### src/rtl/iir_pkg.sv
// Shared definitions for the IIR notch chain and its coefficient loader.
//   - notch select codes, coefficient set geometry (NUM + DEN words)
//   - loader status and state encodings
//   - notch_strobe(): one-hot write strobe for a select code
package iir_pkg;

  localparam int unsigned NUM         = 3;
  localparam int unsigned DEN         = 2;
  localparam int unsigned COEFF_DEPTH = NUM + DEN;

  typedef enum logic [1:0] {
    NOTCH_1MHZ    = 2'b00,
    NOTCH_2MHZ    = 2'b01,
    NOTCH_2_4MHZ  = 2'b10,
    NOTCH_INVALID = 2'b11
  } notch_sel_e;

  typedef enum logic [1:0] {
    ST_OK       = 2'b00,
    ST_MISMATCH = 2'b01,
    ST_BAD_SEL  = 2'b10,
    ST_TIMEOUT  = 2'b11
  } load_status_e;

  typedef enum logic [2:0] {
    S_IDLE    = 3'd0,
    S_COLLECT = 3'd1,
    S_COMMIT  = 3'd2,
    S_VERIFY  = 3'd3,
    S_DONE    = 3'd4
  } loader_state_e;

  // Strobe vector bit order: [0] 1 MHz, [1] 2 MHz, [2] 2.4 MHz.
  function automatic logic [2:0] notch_strobe(input notch_sel_e sel);
    logic [2:0] stb;
    stb = 3'b000;
    case (sel)
      NOTCH_1MHZ:   stb = 3'b001;
      NOTCH_2MHZ:   stb = 3'b010;
      NOTCH_2_4MHZ: stb = 3'b100;
      default:      stb = 3'b000;
    endcase
    return stb;
  endfunction

endpackage

### src/rtl/iir_coeff_loader.sv
// Coefficient programming front-end for the IIR notch chain.
// Collects a five-word frame over cfg_valid/cfg_ready, writes it to the
// selected notch filter with a one-cycle strobe, reads it back and reports
// a status with a one-cycle load_done pulse.
// Ports:
//   clk, rst                 clock, synchronous active-high reset
//   cfg_valid/cfg_ready      host word handshake
//   cfg_sel                  target notch, sampled with word 0
//   cfg_data                 coefficient word (signed Q2.18)
//   coeff_wr_data            shadow coefficient set, fanned to all filters
//   coeff_wr_en_*            one-cycle write strobes
//   coeff_rd_*               readback from each filter
//   load_done, load_status   completion pulse and held status
//   busy                     high outside IDLE
module iir_coeff_loader
  import iir_pkg::*;
#(
  parameter int unsigned COEFF_WIDTH    = 20,
  parameter int unsigned TIMEOUT_CYCLES = 1024
) (
  input  logic                          clk,
  input  logic                          rst,
  input  logic                          cfg_valid,
  output logic                          cfg_ready,
  input  logic [1:0]                    cfg_sel,
  input  logic signed [COEFF_WIDTH-1:0] cfg_data,
  output logic signed [COEFF_WIDTH-1:0] coeff_wr_data [COEFF_DEPTH],
  output logic                          coeff_wr_en_1MHz,
  output logic                          coeff_wr_en_2MHz,
  output logic                          coeff_wr_en_2_4MHz,
  input  logic signed [COEFF_WIDTH-1:0] coeff_rd_1MHz [COEFF_DEPTH],
  input  logic signed [COEFF_WIDTH-1:0] coeff_rd_2MHz [COEFF_DEPTH],
  input  logic signed [COEFF_WIDTH-1:0] coeff_rd_2_4MHz [COEFF_DEPTH],
  output logic                          load_done,
  output logic [1:0]                    load_status,
  output logic                          busy
);

  localparam int unsigned CNT_W  = $clog2(COEFF_DEPTH);
  localparam int unsigned STG_N  = COEFF_DEPTH - 1;
  localparam int unsigned STG_W  = $clog2(STG_N);
  localparam int unsigned IDLE_W = $clog2(TIMEOUT_CYCLES + 1);

  localparam logic [CNT_W-1:0]  LAST_IDX   = CNT_W'(COEFF_DEPTH - 1);
  localparam logic [IDLE_W-1:0] IDLE_LIMIT = IDLE_W'(TIMEOUT_CYCLES - 1);

  loader_state_e                 state_q;
  notch_sel_e                    sel_q;
  logic                          bad_sel_q;
  logic [CNT_W-1:0]              cnt_q;
  logic [IDLE_W-1:0]             idle_q;
  logic signed [COEFF_WIDTH-1:0] stage_q  [STG_N];
  logic signed [COEFF_WIDTH-1:0] shadow_q [COEFF_DEPTH];
  logic [2:0]                    wr_en_q;
  logic                          done_q;
  load_status_e                  status_q;
  logic                          ready_q;
  logic                          busy_q;

  logic                          accept_c;
  logic signed [COEFF_WIDTH-1:0] rd_sel_c [COEFF_DEPTH];
  logic                          mismatch_c;

  // cfg_ready is a register, so accept never depends combinationally on itself.
  assign accept_c = cfg_valid && ready_q;

  // Readback of the latched target compared bit-exact against the shadow set.
  always_comb begin
    rd_sel_c   = coeff_rd_1MHz;
    mismatch_c = 1'b0;
    case (sel_q)
      NOTCH_2MHZ:   rd_sel_c = coeff_rd_2MHz;
      NOTCH_2_4MHZ: rd_sel_c = coeff_rd_2_4MHz;
      default:      rd_sel_c = coeff_rd_1MHz;
    endcase
    for (int i = 0; i < int'(COEFF_DEPTH); i++) begin
      if (rd_sel_c[i] != shadow_q[i]) mismatch_c = 1'b1;
    end
  end

  // Loader FSM with registered outputs. Words 0..3 land in a staging buffer
  // and only a complete, well-addressed frame reaches the shadow set, so a
  // timed-out or bad-select frame leaves coeff_wr_data untouched.
  always_ff @(posedge clk) begin
    if (rst) begin
      state_q   <= S_IDLE;
      sel_q     <= NOTCH_1MHZ;
      bad_sel_q <= 1'b0;
      cnt_q     <= '0;
      idle_q    <= '0;
      for (int i = 0; i < int'(STG_N); i++) stage_q[i] <= '0;
      for (int i = 0; i < int'(COEFF_DEPTH); i++) shadow_q[i] <= '0;
      wr_en_q   <= 3'b000;
      done_q    <= 1'b0;
      status_q  <= ST_OK;
      ready_q   <= 1'b1;
      busy_q    <= 1'b0;
    end else begin
      wr_en_q <= 3'b000;
      done_q  <= 1'b0;
      unique case (state_q)
        S_IDLE: begin
          if (accept_c) begin
            stage_q[0] <= cfg_data;
            sel_q      <= notch_sel_e'(cfg_sel);
            bad_sel_q  <= (cfg_sel == NOTCH_INVALID);
            cnt_q      <= CNT_W'(1);
            idle_q     <= '0;
            busy_q     <= 1'b1;
            state_q    <= S_COLLECT;
          end
        end
        S_COLLECT: begin
          if (accept_c) begin
            idle_q <= '0;
            if (cnt_q == LAST_IDX) begin
              cnt_q   <= '0;
              ready_q <= 1'b0;
              if (bad_sel_q) begin
                done_q   <= 1'b1;
                status_q <= ST_BAD_SEL;
                state_q  <= S_DONE;
              end else begin
                for (int i = 0; i < int'(STG_N); i++) shadow_q[i] <= stage_q[i];
                shadow_q[COEFF_DEPTH-1] <= cfg_data;
                wr_en_q <= notch_strobe(sel_q);
                state_q <= S_COMMIT;
              end
            end else begin
              stage_q[cnt_q[STG_W-1:0]] <= cfg_data;
              cnt_q <= cnt_q + CNT_W'(1);
            end
          end else if (idle_q == IDLE_LIMIT) begin
            // Partial frame dropped; no strobe issued.
            cnt_q    <= '0;
            idle_q   <= '0;
            ready_q  <= 1'b0;
            done_q   <= 1'b1;
            status_q <= ST_TIMEOUT;
            state_q  <= S_DONE;
          end else begin
            idle_q <= idle_q + IDLE_W'(1);
          end
        end
        S_COMMIT: begin
          state_q <= S_VERIFY;
        end
        S_VERIFY: begin
          // Filters latched the set on the strobe edge, readback is valid now.
          done_q   <= 1'b1;
          status_q <= mismatch_c ? ST_MISMATCH : ST_OK;
          state_q  <= S_DONE;
        end
        S_DONE: begin
          ready_q <= 1'b1;
          busy_q  <= 1'b0;
          state_q <= S_IDLE;
        end
        default: begin
          ready_q <= 1'b1;
          busy_q  <= 1'b0;
          state_q <= S_IDLE;
        end
      endcase
    end
  end

  assign cfg_ready          = ready_q;
  assign busy               = busy_q;
  assign coeff_wr_data      = shadow_q;
  assign coeff_wr_en_1MHz   = wr_en_q[0];
  assign coeff_wr_en_2MHz   = wr_en_q[1];
  assign coeff_wr_en_2_4MHz = wr_en_q[2];
  assign load_done          = done_q;
  assign load_status        = status_q;

endmodule

### config.mk
export PLATFORM = sky130hd
export DESIGN_NAME = iir_coeff_loader
export DESIGN_NICKNAME = d
export VERILOG_FILES = /design/src/rtl/iir_pkg.sv /design/src/rtl/iir_coeff_loader.sv
export SDC_FILE = /design/constraint.sdc
export NUM_CORES = 1
export LEC_CHECK = 0
export CAP_MARGIN = 20
export CORE_AREA = 2 2 169 171
export CTS_BUF_LIST = sky130_fd_sc_hd__clkbuf_8
export DETAILED_ROUTE_END_ITERATION = 10
export DIE_AREA = 0 0 171 173
export GPL_TIMING_DRIVEN = 0
export MAX_ROUTING_LAYER = met4
export PLACE_DENSITY = 0.84
export SLEW_MARGIN = 20
export SYNTH_ARGS = -nofsm -noshare
export SYNTH_HDL_FRONTEND = slang
export SYNTH_SLANG_ARGS = --single-unit
export TNS_END_PERCENT = 100
### constraint.sdc
create_clock -name clk -period 3.4 [get_ports clk]
set_input_delay 0.68 -clock clk [delete_from_list [all_inputs] [get_ports clk]]
set_output_delay 0.68 -clock clk [all_outputs]
set_load 0.05 [all_outputs]
==> flow_metrics.tcl <==
set metrics [dict create \
    cts_sinks 208 \
    die_w_um 171 \
    num_vias 13100 \
    synth-simple-area-share_pct 20.5 \
    initial_utilization_pct 40.4 \
    drive_above_1_share_pct 6.31 \
    skew_ps 32.0 \
    path_clk_slew_ps 70 \
    hold_buffers 0 \
    ant_nets 0 \
    clockRootBuffer "clkbuf_8" \
    period_minus_slack_ps 3410 \
    grt_pass1_vias 12400 \
    dpl-instance-area_um2 16000 \
    drt_iter0_markers 2027 \
    finalInstanceArea_um2 16800 \
    synth_top_family_by_area "simple AND/OR/NAND/NOR gates" \
    synth_top_area_cell "dfxtp_1" \
    leakage_nw 5.88 \
    ir_drop_v 0.000270 \
    ys_seq_area_share_pct 44.5 \
    grt_max_degree 21 \
    num_rows 61 \
    power_density_nw_per_um2 413 \
    async_reset_ff_share_pct 0 \
    max-clock-path-buffers 3 \
    synth-seq-cells 208 \
    synth_nets 1651 \
    place_congestion 1.05 \
    worstPathRequired_ps 3870 \
    io_pins 433 \
    die_height_um 173 \
    portBuffers 431 \
    grt_usage_pct 40.6 \
    n_fill_cell 2381 \
    critPathKind "reg -> reg" \
    fmax_ghz 0.293 \
    finalNonFillerCells 2191 \
    drc 0 \
    synth_compound_area_share_pct 19.3 \
    worst_slack_ps -7.21 \
    synthFlopType "dfxtp_1" \
    slew_viol_final 0 \
    fin_nets 2116 \
    yosysTopAreaCellShare_pct 23.0 \
    synthXorXnorAreaFrac_pct 9.10 \
    clock_latency_ps 590 \
    final_hold_viol_count 0 \
    numCtsBuffers 31 \
    setup.worst_path.end_class "register" \
    syn_area_per_cell_um2 8.47 \
    utilization_pct 60.9 \
    tns_ps -7.21 \
    netlist_instances 1318 \
    cp_max_fo 10 \
    status "complete, but fails checks" \
    grt_first_pass_wirelength_mm 84.4 \
    syn_area_um2 11200 \
    overflow 0 \
    die-area_um2 29600 \
    final-setup-viol-count 1 \
    synthTopCellsByArea "dfxtp_1, edfxtp_1, nand2_1, a21oi_1, a22oi_1" \
    worst_pin_slew_ps 1020 \
    maxCapViolCount 0 \
    synth_edf_count 80 \
    post-route-period-util_pct 100 \
    start_kind "register" \
    h-tree-depth 1 \
    ys_warn_count 0 \
    synth_fa_ha_area_share_pct 0.897 \
    cts_tree "yes" \
    firstDrtPassIters 6 \
    area_growth_pct 50.7 \
    place_hpwl_mm 49.1 \
    failed_checks "negative setup slack" \
    synth.distinct_cells 62 \
    wl_per_cell_um 27.9 \
    viasPerCell 5.97 \
    critPathArrivalTime_ps 3880 \
    place_inst 2127 \
    min_path_type "in -> reg" \
    synthMuxAreaShare_pct 0.471 \
    coreArea_um2 27600 \
    antenna_found_initial 5 \
    drt-total-wl_mm 61.1 \
    slew_headroom_pct 31.9 \
]
repair_timing:
| action | 4_1_cts | 5_1_grt |
|---|---|---|
| gates resized for setup | 49 | 27 |
| pin swaps | 6 | 7 |
| hold endpoints to repair | 0 | 0 |
| setup endpoints to repair | 1 | 1 |
| setup buffers | 1 | 0 |
flip-flops by register name, summed over array words and instances (netlist names):
name / count
cnt_q: 3
state_q: 3
stage_q: 80
sel_q: 2
load_status: 2
coeff_wr_data: 100
load_done: 1
wr_en_q: 3
bad_sel_q: 1
cfg_ready: 1
busy: 1
idle_q: 11
per-stage QoR:
stage               hold WS, ps  worst slack, ps  power, W
floorplan                   457              741   0.00390
global placement            460             -785   0.00483
detailed placement          463             -843   0.00485
CTS                         439             18.2   0.00682
global route                459            -11.3   0.00716
finish                      457            -7.21   0.00695
worst max-delay path, stage by stage (launching register included):
cell      delay (ps)
dfxtp_1          330
inv_1            150
ha_1             200
buf_6            160
buf_4            230
buf_4            230
clkbuf_4         280
nand2_1          200
a41oi_1          250
nand4_1          160
nor3_1           280
nand4_1          270
nor4_4           440
o21ai_1          100
routing by layer:
layer / up-vias / wire [um] / global-route usage [%] / part of all wire [%]
met1: 6255 / 22800 / 51.6 / 37
met2: 1026 / 27800 / 62.6 / 46
met5: - / 0 / - / 0
li1: 5582 / - / - / -
met3: 209 / 7010 / 6.80 / 11
met4: 0 / 3410 / 19.7 / 5.6
worst paths after layout:
| path | startpoint | to | slack, ps | cells past startpoint |
|---|---|---|---|---|
| max | sel_q[1] | load_status[0] | -7 | 13 |
| min | rst | cfg_ready | 460 | 3 |
| max reg2reg | sel_q[1] | load_status[0] | -7 | 13 |
| min reg2reg | idle_q[10] | idle_q[10] | 480 | 1 |
cells in the final DEF (no fill, tap or decap), types with 54 or more instances in the layout:
cell type	instances
a21oi_1	137
a22oi_1	78
clkdlybuf4s50_1	431
dfxtp_1	128
edfxtp_1	80
inv_1	68
nand2_1	258
nor2_1	106
xnor2_1	54
xor2_1	62
power breakdown:
part	internal (W)	switching [W]	total [W]
clock	0.000977	0.000980	0.00196
combinational	0.000911	0.00132	0.00223
sequential	0.00272	0.0000498	0.00277
total	0.00461	0.00235	0.00695
kinds of logic after synthesis:
kind of cell,after synthesis
buffers and inverters,138
AND/OR/NAND/NOR,511
multiplexers,5
AO/OA/AOI/OAI,332
adder cells (fa/ha/maj),8
XOR/XNOR,116
flip-flops,208
cells in the mapped netlist (all sizes together), types with 13 or more instances:
cell,count
nand2,258
a21oi,137
dfxtp,128
nor2,106
a22oi,90
edfxtp,80
xor2,62
clkbuf,58
inv,54
xnor2,54
buf,26
nand4,24
and2,23
o21ai,23
nand3,21
nor4,17
nor3,16
a211oi,13
layout make-up:
cell class	count	area, um2	share of cell area (%)
Timing Repair Buffer	432	4320	25.7
Inverter	54	203	1.20
Antenna cell	5	12.5	0.0744
Clock inverter	25	136	0.811
Sequential cell	208	4960	29.5
Clock buffer	33	454	2.70
Buffer	84	459	2.73
Tap cell	378	473	2.81
Multi-Input combinational cell	972	5800	34.5
Power figures use the tool's default switching activity.
